`config.mk`:
```
export PLATFORM = sky130hd
export DESIGN_NAME = hdr_cmd_scheduler
export DESIGN_NICKNAME = d
export VERILOG_FILES = /design/src/rtl/hdr_sched_pkg.sv /design/src/rtl/hdr_rr_arb2.sv /design/src/rtl/hdr_cmd_scheduler.sv
export SDC_FILE = /design/constraint.sdc
export NUM_CORES = 1
export LEC_CHECK = 0
export ABC_CLOCK_PERIOD_IN_PS = 1700
export CORE_MARGIN = 5
export CORE_UTILIZATION = 51
export CTS_CLUSTER_SIZE = 40
export DETAILED_ROUTE_END_ITERATION = 12
export HOLD_SLACK_MARGIN = 0.05
export PLACE_DENSITY = 0.78
export SLEW_MARGIN = 20
export SYNTH_ARGS = -nofsm -noshare
export SYNTH_HDL_FRONTEND = slang
export SYNTH_SLANG_ARGS = --single-unit
```
`constraint.sdc`:
```
create_clock -name i_sys_clk -period 1.7 [get_ports i_sys_clk]
set_clock_uncertainty 0.05 [all_clocks]
set_input_delay 0.255 -clock i_sys_clk [delete_from_list [all_inputs] [get_ports i_sys_clk]]
set_output_delay 0.255 -clock i_sys_clk [all_outputs]
set_load 0.01 [all_outputs]
```
`src/rtl/hdr_sched_pkg.sv`:
```
// ============================================================================
// Module      : hdr_sched_pkg
// Description : Shared types and constants for the HDR command scheduler.
// Revision    : 1.0 - initial release
// ============================================================================
`default_nettype none

package hdr_sched_pkg;

  typedef enum logic [1:0] {
    ST_IDLE = 2'd0,
    ST_RUN  = 2'd1,
    ST_CPL  = 2'd2,
    ST_ERR  = 2'd3
  } sched_state_t;

  // Descriptor packing: {TOC, CP, MODE[2:0]}
  localparam int         c_CMD_W       = 5;
  localparam int         c_TOC_BIT     = 4;
  localparam int         c_CP_BIT      = 3;
  localparam int         c_MODE_MSB    = 2;
  localparam logic [2:0] MODE_RESERVED = 3'b111;

endpackage

`default_nettype wire

```
`src/rtl/hdr_rr_arb2.sv`:
```
// ============================================================================
// Module      : hdr_rr_arb2
// Description : Two-input combinational round-robin arbiter, one-hot grant.
// Revision    : 1.0 - initial release
// ============================================================================
`default_nettype none

module hdr_rr_arb2
  import hdr_sched_pkg::*;
(
  input  logic [1:0] i_req,
  input  logic       i_ptr,
  output logic [1:0] o_gnt
);

  // i_ptr names the requester favoured when both are pending.
  always_comb begin
    o_gnt = 2'b00;
    case (i_req)
      2'b01:   o_gnt = 2'b01;
      2'b10:   o_gnt = 2'b10;
      2'b11:   o_gnt = i_ptr ? 2'b10 : 2'b01;
      default: o_gnt = 2'b00;
    endcase
  end

endmodule

`default_nettype wire

```
`src/rtl/hdr_cmd_scheduler.sv`:
```
// ============================================================================
// Module      : hdr_cmd_scheduler
// Description : Arbitrates two command queues onto one HDR engine with timeout.
// Revision    : 1.0 - initial release
// ============================================================================
`default_nettype none

module hdr_cmd_scheduler
  import hdr_sched_pkg::*;
#(
  parameter int TIMEOUT_CYC = 1024
) (
  input  logic               i_sys_clk,
  input  logic               i_sys_rst,
  input  logic [1:0]         i_req,
  input  logic [c_CMD_W-1:0] i_cmd0,
  input  logic [c_CMD_W-1:0] i_cmd1,
  input  logic               i_abort,
  input  logic               i_hdrengine_done,
  output logic [1:0]         o_gnt,
  output logic [1:0]         o_done,
  output logic [1:0]         o_err,
  output logic               o_hdrengine_en,
  output logic               o_TOC,
  output logic               o_CP,
  output logic [2:0]         o_MODE,
  output logic               o_busy
);

  localparam logic [15:0] c_CNT_LAST = 16'(TIMEOUT_CYC - 1);

  sched_state_t       r_state;
  logic               r_ptr;
  logic               r_owner;
  logic [15:0]        r_cnt;
  logic [1:0]         r_gnt;
  logic [1:0]         r_done;
  logic [1:0]         r_err;
  logic               r_en;
  logic               r_toc;
  logic               r_cp;
  logic [2:0]         r_mode;

  logic [1:0]         w_gnt;
  logic [c_CMD_W-1:0] w_cmd;
  logic [1:0]         w_owner_oh;

  hdr_rr_arb2 u_arb (
    .i_req (i_req),
    .i_ptr (r_ptr),
    .o_gnt (w_gnt)
  );

  assign w_cmd      = w_gnt[1] ? i_cmd1 : i_cmd0;
  assign w_owner_oh = r_owner ? 2'b10 : 2'b01;

  always_ff @(posedge i_sys_clk or posedge i_sys_rst) begin
    if (i_sys_rst) begin
      r_state <= ST_IDLE;
      r_ptr   <= 1'b0;
      r_owner <= 1'b0;
      r_cnt   <= '0;
      r_gnt   <= '0;
      r_done  <= '0;
      r_err   <= '0;
      r_en    <= 1'b0;
      r_toc   <= 1'b0;
      r_cp    <= 1'b0;
      r_mode  <= '0;
    end else begin
      r_gnt  <= '0;
      r_done <= '0;
      r_err  <= '0;
      case (r_state)
        ST_IDLE: begin
          if (|i_req) begin
            r_owner <= w_gnt[1];
            r_gnt   <= w_gnt;
            r_toc   <= w_cmd[c_TOC_BIT];
            r_cp    <= w_cmd[c_CP_BIT];
            r_mode  <= w_cmd[c_MODE_MSB:0];
            r_cnt   <= '0;
            // A reserved mode is rejected before the engine ever sees it.
            if (w_cmd[c_MODE_MSB:0] == MODE_RESERVED) begin
              r_state <= ST_ERR;
              r_err   <= w_gnt;
            end else begin
              r_state <= ST_RUN;
              r_en    <= 1'b1;
            end
          end
        end
        ST_RUN: begin
          r_cnt <= r_cnt + 16'd1;
          // Completion wins over a coincident abort or timeout.
          if (i_hdrengine_done) begin
            r_state <= ST_CPL;
            r_en    <= 1'b0;
            r_done  <= w_owner_oh;
          end else if (i_abort || (r_cnt == c_CNT_LAST)) begin
            r_state <= ST_ERR;
            r_en    <= 1'b0;
            r_err   <= w_owner_oh;
          end
        end
        ST_CPL, ST_ERR: begin
          r_ptr   <= ~r_owner;
          r_state <= ST_IDLE;
        end
        default: r_state <= ST_IDLE;
      endcase
    end
  end

  assign o_gnt          = r_gnt;
  assign o_done         = r_done;
  assign o_err          = r_err;
  assign o_hdrengine_en = r_en;
  assign o_TOC          = r_toc;
  assign o_CP           = r_cp;
  assign o_MODE         = r_mode;
  assign o_busy         = (r_state != ST_IDLE);

endmodule

`default_nettype wire

```
==> metrics, run 1 <==
Synth area leader dfrtp_1; die span in y between 60 and 70 um; Final Hold Viols 0; Ant. Diodes 0; total die area between 4000 and 5000 um2; most frequent cell after synthesis dfrtp_1; CP Class reg2out; vias in the first global route about 1,300; crit-path cells or2_4 > clkdlybuf4s15_1; RSZ-0062 raised after global routing false; crit path max-delay cell type dfrtp_2; clock sink count 32; Initial Util 0.521; VDD IR max 600 uV; placer congestion estimate just under 0.9; post-synth top area share 0.517; H-tree depth 2; wire per inst between 10 and 15 um; share of layout cells above drive strength 1 0.154; CTS Buf Count 5; Worst-path clk slew around 0.1 ns; Floorplan Core Area 2980 um2; worst skew pair latency ~0.33 ns; Tot GR Track Use 0.177; clock buffer depth 2; total global routing overflow 0; initial antenna violation count 0; number of buffers and inverters on the critical path 1; Area Overhead vs Synth 30.3%; Max Slew Vio Count 0; # DRC 0; Routed Antenna Nets 0; Synth top cells by count 32 x dfrtp_1, 12 x nand2_1, 12 x nand3_1; Yosys reg bits 32; most area-consuming cells after synthesis dfrtp_1 52%, mux2i_1 3.9%, nand3_1 3.9%; layout net count 211; CTS Hold Bufs 0; Hold Worst Slack between 0.2 and 0.25 ns; post-layout min period approximately 1.6 ns; Tcrit/Tclk final 0.950; via count 1,282; worst hold path class in2async; sequential-to-total area share from yosys stat 0.517; total power 0.00279 W; first-pass GRT wire length ~5700 um; crit-path max FO 6; Setup Fix Bufs, Post-CTS 0; Worst Tran Pin Value around 0.39 ns; routed vias/inst 5.62; number of DRC markers in iteration 0 84; CP Data Arrival Time 1.31 ns; Synthesized Nets 171; average size of a mapped cell 10.1 um2; Gate Count Post-Synth between 150 and 200; row count 20; max_slew headroom 0.737; mapped cell area 1550 um2; Core Util, Final 0.679; clock root cell clkbuf_4; Fmax roughly 620 MHz; crit-path leading delay family flip-flops; Primary FF master, synth dfrtp_1; 1st-pass router iterations 4; Max Cap Viol 0; CP required about 1.4 ns; number of setup violations in the final report 0; CP peak stage delay approximately 0.45 ns; Final HPWL DP around 2600 um; num ports 29; CTS tree built; DRT Wirelength about 3400 um; number of synthesized flops with an enable pin 0; PortBufs 28; Lkg Pwr 0.907 nW; CP startpoint kind register; largest net degree at the start of global routing 33; Worst Setup End Kind output port; die width between 60 and 70 um; Async SR Flop Fraction 1.00; outcome finished clean; Distinct cells, synth 39; Warnings, synthesis 0; PwrDens between 1000 and 1500 nW/um2
-- worst min-delay path, delay by kind of cell --
family / cells / cell delay, ns
buf+inv: 3 / 0.80
-- metal layers --
metal | wire, um | track usage
met2 | 1640 | 0.286
met5 | 0 | 0
met4 | 55 | 0.0829
met3 | 128 | 0.0444
met1 | 1540 | 0.224
-- cells by family (layout without fill, tap and decap cells) --
| family | after synthesis | after routing | share of synthesized area |
|---|---|---|---|
| and+or+nand+nor | 56 | 56 | 0.195 |
| AOI/OAI and AO/OA | 39 | 39 | 0.168 |
| DFF | 32 | 32 | 0.517 |
| buffers and inverters | 17 | 58 | 0.0549 |
| muxes | 7 | 7 | 0.0460 |
| xor gates and xnor gates | 2 | 2 | 0.0113 |
| adders and majority gates | 1 | 1 | 0.00807 |
-- final timing paths --
kind | start | endpoint | slack (ns) | cells past startpoint
worst max-delay path | r_state[1] | o_busy | 0.08 | 2
worst min-delay path | i_sys_rst | o_done[0] | 0.25 | 3
worst max register to register | r_cnt[0] | o_err[1] | 0.14 | 5
worst min register to register | r_owner | o_done[0] | 0.43 | 1
max in group asynchronous | i_sys_rst | r_state[1] | 1.05 | 3
min in group i_sys_clk | r_owner | o_done[0] | 0.43 | 1
-- power breakdown --
group | switching [W] | internal, W | total (W)
Combinational | 0.000537 | 0.000541 | 0.00108
Clock | 0.000257 | 0.000390 | 0.000647
Sequential | 0.000122 | 0.000938 | 0.00106
Total | 0.000916 | 0.00187 | 0.00279
-- cells in the final DEF (no fill, tap or decap), types with 2 or more instances in the layout --
cell type and instances:
inv_1 10, nor3_1 5, or2_2 2, a31oi_1 3, nand2_1 12, nor2_1 5, o21ai_0 10, buf_4 12
o22ai_1 4, and4_1 3, o21ai_1 3, nand2b_1 2, nand3_1 12, a21oi_2 2, a21oi_1 6, clkbuf_8 2
xor2_1 2, dfrtp_1 31, mux2i_1 6, clkbuf_4 5, nand4_1 5, and3_1 4, clkdlybuf4s50_1 27, a221o_1 2
a22o_1 3
-- registers in the layout, summed over array words and instances (netlist names), 2 cells and up --
| signal | cells |
|---|---|
| r_cnt | 16 |
| o_err | 2 |
| r_state | 2 |
| o_gnt | 2 |
| o_MODE | 3 |
| o_done | 2 |
-- layout make-up --
class / count / area (um2)
Fill cell: 218 / 957
Sequential cell: 32 / 802
Multi-Input combinational cell: 105 / 674
Timing Repair Buffer: 40 / 370
Clock buffer: 7 / 65.1
Tap cell: 33 / 41.3
Inverter: 10 / 37.5
Clock inverter: 1 / 30.0
-- metrics by stage --
stage,cells,cell area [um2],worst slack [ns],TNS (ns)
after floorplan,154,1550,0.129,0
after global placement,220,1910,0.0158,0
after detailed placement,220,1910,-0.0224,-0.0418
after CTS,228,2010,0.0232,0
after global routing,228,2020,0.0394,0
final,228,2020,0.0846,0
-- what timing repair did --
action                     CTS  global route
gates resized for setup      2             3
setup endpoints to repair    1             3
pin swaps                    0             0
(Power assumes the default switching activity.)
==> inputs of run 2 (changes only) <==
Settings changed: GPL_ROUTABILITY_DRIVEN from default to 0, SETUP_SLACK_MARGIN from default to 0.3.
==> run 2 against run 1 <==
  * Via count increased by 11%
  * Fmax increased by 7.3%
  * Count of clock-buffer cells in the layout decreased by 1
==> metrics, run 2 (synthesized netlist as in run 1, its figures left out) <==
switching pwr roughly 0.0011 W; vias in the first global route between 1,000 and 1,500; initial antenna violation count 0; crit-path leading delay family simple AND/OR/NAND/NOR gates; PwrDens between 1000 and 1500 nW/um2; crit path max-delay cell type dfrtp_1; first-pass GRT wire length 6300 um; most common cell after layout, fill and taps aside dfrtp_1; placed inst area approximately 1900 um2; clock sink count 32; origin of the critical flop-to-flop path r_state[1]; die width 65.1 um; Critical R2R Capture r_cnt[4]; Fmax 664 MHz; Post-Place Cells ~220; row count 20; Largest Register r_cnt; crit-path most repeated cell buf_6; layout net count approximately 220; crit-path cells buf_6 > and2b_2 > buf_6 > nand4_1 > xor2_1 > nor2_1; CTS Hold Bufs 0; via count 1,420; CP peak stage delay between 0.4 and 0.5 ns; DRT Wirelength about 4100 um; Worst R2R Path Depth 6; Worst Tran Pin Value around 0.4 ns; RSZ-0062 raised after global routing true; PortBufs 28; pre-CTS setup slack -0.0334 ns; Worst-path clk slew roughly 0.1 ns; crit-path max FO 5; Finished Cell Area 2190 um2; routed vias/inst a little under 6; combinational share of power 0.497; total global routing overflow 0; CP startpoint kind register; CP Data Arrival Time between 1.5 and 2 ns; 1st-pass router iterations 4; total power between 0.002 and 0.003 W; CP required between 1.5 and 2 ns; Final Hold Viols 0; number of DRC markers in iteration 0 78; num ports 29; Pint ~0.0018 W; Final HPWL DP approximately 2600 um; wire per inst approximately 17 um; die span in y ~65 um; Initial Util 0.521; number of setup violations in the final report 0; max FFs per register 16; switching share of power 0.364; Worst Setup End Kind register; Area Overhead vs Synth 41.2%; Ant. Diodes 0; Max Cap Viol 0; final cell count without fillers around 240; largest net degree at the start of global routing 33; clock buffer depth 2; outcome finished clean; CTS tree built; Clk pwr share 0.142; VDD IR max approximately 770 uV; Routed Antenna Nets 0; most frequent cells in the layout 28 x dfrtp_1, 15 x clkdlybuf4s50_1, 14 x buf_4, 12 x dlygate4sd2_1, 11 x nand2_1; # DRC 0; Lkg Pwr ~1.0 nW; total die area 4240 um2; worst setup margin ~0.19 ns; H-tree depth 2; clock root cell clkbuf_4; worst skew pair latency between 0.3 and 0.4 ns; CTS Buf Count 5; Hold Worst Slack 0.249 ns; R2R setup slack roughly 0.19 ns; Floorplan Core Area roughly 3000 um2; max_slew headroom 0.734; share of layout cells above drive strength 1 0.291; post-layout min period ~1.5 ns; sequential share of power 0.362; number of buffers and inverters on the critical path 2; Tcrit/Tclk final 0.886; worst hold path class in2async; Tot GR Track Use 0.199; Max Slew Vio Count 0; CP Class reg2reg
==> run 2: power by group through the flow <==
stage,sequential [W],combinational [W],clock [W]
after global placement,0.00106,0.00103,0
after detailed placement,0.00107,0.00107,0
after CTS,0.00104,0.00123,0.000417
after global routing,0.00107,0.00155,0.000455
final,0.00105,0.00144,0.000411
after floorplan,0.00110,0.000625,0
==> run 2: layer usage <==
| metal | share of wire | global-route usage |
|---|---|---|
| met1 | 0.41 | 0.225 |
| met2 | 0.54 | 0.351 |
| met3 | 0.039 | 0.0547 |
| met4 | 0.014 | 0.0829 |
| met5 | 0 | 0 |
==> run 2: worst max-delay path by stage <==
stage	startpoint	to	cells past startpoint
after floorplan	r_state[0]	o_CP	4
after global placement	i_req[0]	o_err[0]	5
final	r_state[1]	r_cnt[4]	6
after global routing	r_state[1]	r_cnt[4]	6
after CTS	r_state[1]	o_busy	2
after detailed placement	i_req[0]	o_err[1]	5
==> run 2: layout make-up <==
cell class	count	area (um2)
sequential	32	806
clock buffer	6	41.3
fill	210	788
tap	33	41.3
inverter	10	37.5
multi-input combinational	105	772
timing repair buffer	52	487
clock inverter	1	5.00
==> run 2: through the flow <==
stage                     utilization  TNS, ns
final                           0.735        0
after detailed placement        0.638  -0.0719
after global placement          0.638        0
after global routing            0.735        0
after CTS                       0.699        0
after floorplan                     -        0
==> run 2: what timing repair did <==
item	4_1_cts	5_1_grt
gates cloned	1	0
setup endpoints to repair	27	25
gates resized for setup	27	26
pin swaps	8	14
buffers inserted	9	6
==> run 2: worst min-delay path, stage by stage <==
cell,delay [ns]
clkdlybuf4s50_1,0.40
inv_1,0.05
buf_4,0.36
